**config.mk**
```make
export PLATFORM = sky130hd
export DESIGN_NAME = mask_encoder16_flat
export DESIGN_NICKNAME = d
export VERILOG_FILES = /design/src/rtl/mask_encoder16_if.sv /design/src/rtl/mask_encoder16.sv /design/src/flat_wrapper.sv
export SDC_FILE = /design/constraint.sdc
export NUM_CORES = 1
export LEC_CHECK = 0
export ABC_AREA = 0
export CAP_MARGIN = 40
export CORE_MARGIN = 2
export CORE_UTILIZATION = 54
export DETAILED_ROUTE_END_ITERATION = 8
export PLACE_DENSITY = 0.89
export RECOVER_POWER = 100
export SLEW_MARGIN = 20
export SYNTH_ARGS = -nofsm -noshare
export SYNTH_HDL_FRONTEND = slang
export SYNTH_SLANG_ARGS = --single-unit
```
**constraint.sdc**
```tcl
create_clock -name clk -period 5.4 [get_ports clk]
set_clock_uncertainty 0.2 [all_clocks]
set_input_delay 1.08 -clock clk [delete_from_list [all_inputs] [get_ports clk]]
set_output_delay 1.08 -clock clk [all_outputs]
set_load 0.01 [all_outputs]
```
**src/rtl/mask_encoder16_if.sv**
```systemverilog
// mask_encoder16_if: mask-in / index-out valid-ready handshakes of the sparse index encoder.
interface mask_encoder16_if #(parameter int N = 16, parameter int CW = 4);
    logic          in_valid;
    logic          in_ready;
    logic [N-1:0]  in_mask;
    logic          out_valid;
    logic          out_ready;
    logic [CW-1:0] out_code;
    logic          out_last;
    modport master (output in_valid, in_mask, out_ready, input in_ready, out_valid, out_code, out_last);
    modport slave  (input in_valid, in_mask, out_ready, output in_ready, out_valid, out_code, out_last);
endinterface

```
**src/rtl/mask_encoder16.sv**
```systemverilog
// mask_encoder16: emits the index of every set bit of an accepted 16-bit mask, lowest first, one per beat.
module mask_encoder16 #(
    parameter int N  = 16,
    parameter int CW = 4
) (
    input  logic            clk,
    input  logic            rst,
    mask_encoder16_if.slave bus,
    output logic            done,
    output logic            zero_mask,
    output logic            busy
);
    typedef enum logic {IDLE, SCAN} state_t;
    state_t        state_q, state_d;
    logic [N-1:0]  pend_q, pend_d;
    logic          done_q, done_d, zero_q, zero_d;
    logic [CW-1:0] code;
    logic          last;
    // Outputs decode from state/pend only, so no input reaches an output combinationally.
    always_comb begin
        code = '0;
        for (int i = N - 1; i >= 0; i--) code = pend_q[i] ? CW'(i) : code;
        last = (state_q == SCAN) && (pend_q != '0) && ((pend_q & (pend_q - N'(1))) == '0);
    end
    assign bus.in_ready  = (state_q == IDLE);
    assign bus.out_valid = (state_q == SCAN);
    assign bus.out_code  = code;
    assign bus.out_last  = last;
    assign busy          = (state_q == SCAN);
    assign done          = done_q;
    assign zero_mask     = zero_q;
    always_comb begin
        state_d = state_q;
        pend_d  = pend_q;
        done_d  = 1'b0;
        zero_d  = 1'b0;
        if (state_q == IDLE && bus.in_valid) begin
            pend_d  = bus.in_mask;
            state_d = (bus.in_mask != '0) ? SCAN : IDLE;
            zero_d  = (bus.in_mask == '0);
        end
        if (state_q == SCAN && bus.out_ready) begin
            pend_d  = pend_q & ~(N'(1) << code);
            state_d = last ? IDLE : SCAN;
            done_d  = last;
        end
    end
    always_ff @(posedge clk or posedge rst) begin
        if (rst) begin
            state_q <= IDLE;
            pend_q  <= '0;
            done_q  <= 1'b0;
            zero_q  <= 1'b0;
        end else begin
            state_q <= state_d;
            pend_q  <= pend_d;
            done_q  <= done_d;
            zero_q  <= zero_d;
        end
    end
endmodule

```
**src/flat_wrapper.sv**
```systemverilog
// flat-port wrapper written by rule: the top's interface ports become plain ports
module mask_encoder16_flat 
#(
    parameter int N  = 16,
    parameter int CW = 4
)
  (clk, rst, done, zero_mask, busy, bus_in_valid, bus_in_mask, bus_out_ready, bus_in_ready, bus_out_valid, bus_out_code, bus_out_last);
  mask_encoder16_if #(.N(N), .CW(CW)) bus_i ();
  input  logic clk;
  input  logic rst;
  output logic done;
  output logic zero_mask;
  output logic busy;
  input wire logic [$bits(bus_i.in_valid)-1:0] bus_in_valid;
  input wire logic [$bits(bus_i.in_mask)-1:0] bus_in_mask;
  input wire logic [$bits(bus_i.out_ready)-1:0] bus_out_ready;
  output wire logic [$bits(bus_i.in_ready)-1:0] bus_in_ready;
  output wire logic [$bits(bus_i.out_valid)-1:0] bus_out_valid;
  output wire logic [$bits(bus_i.out_code)-1:0] bus_out_code;
  output wire logic [$bits(bus_i.out_last)-1:0] bus_out_last;
  assign bus_i.in_valid = bus_in_valid;
  assign bus_i.in_mask = bus_in_mask;
  assign bus_i.out_ready = bus_out_ready;
  assign bus_in_ready = bus_i.in_ready;
  assign bus_out_valid = bus_i.out_valid;
  assign bus_out_code = bus_i.out_code;
  assign bus_out_last = bus_i.out_last;
  mask_encoder16 #(.N(N), .CW(CW)) u_core (.clk(clk), .rst(rst), .bus(bus_i), .done(done), .zero_mask(zero_mask), .busy(busy));
endmodule
```
==> flow_metrics.tcl <==
set metrics [dict create \
    status "finished clean" \
    worst-setup-path-type "reg2out" \
    critical-path-max-stage-delay_ns 0.81 \
    synthFlopType "dfrtp_1" \
    flip_flop_and_latch_count_after_synthesis 19 \
    first_global_vias 1316 \
    tritoncts_clock_tree "yes" \
    net-switching-power_w 0.000463 \
    proportion_of_netlist_area_held_by_the_largest_area_contributor_pct 35.2 \
    hold_ws_ns 0.452 \
    setup_tns_final_ns 0 \
    end_kind "output pin" \
    core_region_area_sq_um 2430 \
    worst-endpoint-required_ns 4.12 \
    gp_routability_congestion 1.11 \
    ys_top_cells_by_area "dfrtp_1 35%, nand2_1 4.7%, a22o_1 4.5%, nor2_1 4.2%, nor4_1 3.2%" \
    min_path_cells 2 \
    detailedPlacementHpwl_um 2860 \
    nets 202 \
    rsz0062_at_grt "false" \
    holdBufCountCts 0 \
    holdPathEnd "u_core.pend_q[0]" \
    path_buf_inv 1 \
    synth_seq_area_share_pct 35.2 \
    critical_path_peak_fanout 9 \
    h-tree-depth 1 \
    clock_latency_ns 0.31 \
    drive_gt1_share_pct 4.42 \
    grt.total_usage_pct 30.9 \
    routed_via_density 6.82 \
    synth_largest_area_cell "dfrtp_1" \
    post_cts.repair.setup_buffers 0 \
    synth_simple_gate_area_share_pct 26.8 \
    p_seq_share_pct 29.5 \
    syn_avg_cell_area_sq_um 8.44 \
    maximum_capacitance_violations 0 \
    final_antenna_net_count 0 \
    synth_top_family_by_area "compound AO/OA/AOI/OAI gates" \
    rows 18 \
    initial_core_utilization_pct 55.5 \
    slew_headroom_pct 37.0 \
    report.final.slew_viol_count 0 \
    rr_worst_depth 5 \
    clock_power_share_pct 8.2 \
    first_pass_iters 5 \
    global_route.overflow_total 0 \
    synth.lib_cells_used.distinct 44 \
    postSynth.asyncResetShare_pct 100 \
    area.sequential_sq_um 475 \
    antenna_cells 0 \
    worst_margin_slew_ns 0.937 \
    timing.critical_path.from_type "flop" \
    synth.net_count 180 \
    cts-root-to-sink-buffers 2 \
    synth-warning-count 0 \
    fmaxAchievable_mhz 220 \
    critical_path.cell_chain "nor4_1 > and4_1 > a21oi_1 > or3_1 > a211oi_1 > dlygate4sd3_1" \
    reg2reg_setup_slack_ns 2.65 \
    power_frac_comb_pct 62.4 \
    mux_share_of_post_synthesis_cell_area_pct 0 \
    hold_path.class "reg2reg" \
    multi_input_comb_area_sq_um 754 \
    timing.critical_path.slowest_stage_cell "nor4_1" \
    reg2reg_from "u_core.pend_q[9]" \
    vdd.ir_drop.worst_mv 0.532 \
    io_buffers 29 \
    cp_top_family "simple AND/OR/NAND/NOR gates" \
    chipWidth_um 54 \
    most-common-layout-cells "19 x dfrtp_1, 17 x nand2_1, 17 x clkdlybuf4s50_1" \
    internal_power_w 0.000465 \
    timing.final.setup_violations 0 \
    fill_cells 213 \
    min-delay-start "u_core.pend_q[0]" \
    fp.dieH_um 54 \
    compound_gate_portion_of_the_synthesized_area_pct 30.3 \
    post-route-min-period_ns 4.55 \
    number_of_antenna_violations_at_the_first_check_in_global_routing 0 \
    switching_share_pct 49.9 \
    post_cts_resized 0 \
    finalCritPeriodShare_pct 84.3 \
    wire_per_inst_um 18.7 \
    numCtsBuffers 3 \
    area_delta_synth_final_pct 19.0 \
    cts_sink_count 19 \
    mostFrequentLayoutCell "dfrtp_1" \
    clk_pin_slew_ns 0.11 \
    drtIter0Drc 96 \
    synth-xor-area-share_pct 0 \
    regToRegEndpoint "u_core.bus.out_valid" \
    p_per_area_nw_per_um2 578 \
    drc_errors 0 \
    worst_ep_arrival_time_ns 3.27 \
    finalWirelength_um 3950 \
    grt_max_degree 20 \
    area_of_the_mapped_netlist_sq_um 1350 \
    count_of_flip_flops_with_a_built_in_enable_after_synthesis 0 \
    final-hold-violation-count 0 \
    power_leakage_nw 0.668 \
    cts_root_buffer "clkbuf_4" \
    io_pins 30 \
    grt_first_pass_wirelength_um 6290 \
    netlist_instances 160 \
    dr_total_vias 1439 \
    synth-adder-area-share_pct 0.741 \
    die_area_sq_um 2920 \
]
## stage by stage
step / total power (W) / worst slack, ns / cells / utilization [%] / instance area, sq um
floorplan: 0.000683 / 2.17 / 160 / - / 1350
global placement: 0.000862 / 1.59 / 207 / 66.2 / 1610
detailed placement: 0.000877 / 1.54 / 207 / 66.2 / 1610
CTS: 0.000957 / 1.19 / 211 / 67.3 / 1640
global route: 0.000989 / 0.662 / 211 / 66.0 / 1610
finish: 0.000928 / 0.849 / 211 / 66.0 / 1610
## power groups by stage
stage               logic (W)  clock network, W  registers (W)
floorplan            0.000466                 0       0.000217
global placement     0.000589                 0       0.000272
global route         0.000622         0.0000843       0.000282
finish               0.000579         0.0000758       0.000274
detailed placement   0.000600                 0       0.000277
CTS                  0.000606         0.0000769       0.000274
## synth_stat cells, types with 3 or more instances
master and instances:
nor2b_1 3, nor3_1 8, dfrtp_1 19, o21ai_1 5, nor2_1 15, buf_2 6, inv_1 3, o31ai_1 3
a22o_1 7, a22oi_1 5, a21oi_1 8, nand2_1 17, clkbuf_1 3, o21ai_0 7, nor4_1 7, buf_4 3
## cell families (layout without fill, tap and decap cells)
| family | Yosys count | after routing |
|---|---|---|
| buffers and inverters | 18 | 39 |
| DFF | 19 | 19 |
| adders and majority gates | 1 | 1 |
| AOI/OAI and AO/OA | 57 | 57 |
| and+or+nand+nor | 65 | 65 |
## how the worst max path moves through the flow
stage / from / slack (ns) / to / cells after the start
final: u_core.pend_q[9] / 0.85 / bus_out_last / 6
after global routing: u_core.pend_q[4] / 0.66 / bus_out_last / 7
after CTS: u_core.pend_q[4] / 1.19 / bus_out_last / 7
after detailed placement: u_core.pend_q[4] / 1.54 / bus_out_last / 7
after global placement: u_core.pend_q[4] / 1.59 / bus_out_last / 7
after floorplan: u_core.pend_q[4] / 2.17 / bus_out_last / 7
## worst min-delay path: stages (launching register included)
cell and delay (ns):
dfrtp_1 0.47, nand2_1 0.09, a21oi_1 0.06
## layout make-up
cell class	count	area share [%]
inverters	5	1.17
flip-flops and latches	19	29.6
repair buffers	30	18.3
well taps	30	2.34
clock buffers	4	1.64
multi-input cells	123	47.0
## sequential cells by signal, summed over array words and instances (netlist names)
register              count
u_core.pend_q            16
u_core.done               1
u_core.bus.out_valid      1
u_core.zero_mask          1
## per-layer routing
| metal | GRT usage [%] | wire length (um) | vias up |
|---|---|---|---|
| met5 | 0 | 0 | - |
| met2 | 50.4 | 1840 | 96 |
| li1 | - | - | 652 |
| met1 | 39.0 | 1520 | 670 |
| met4 | 14.2 | 151 | 0 |
| met3 | 6.39 | 432 | 21 |
(Power assumes the default switching activity.)
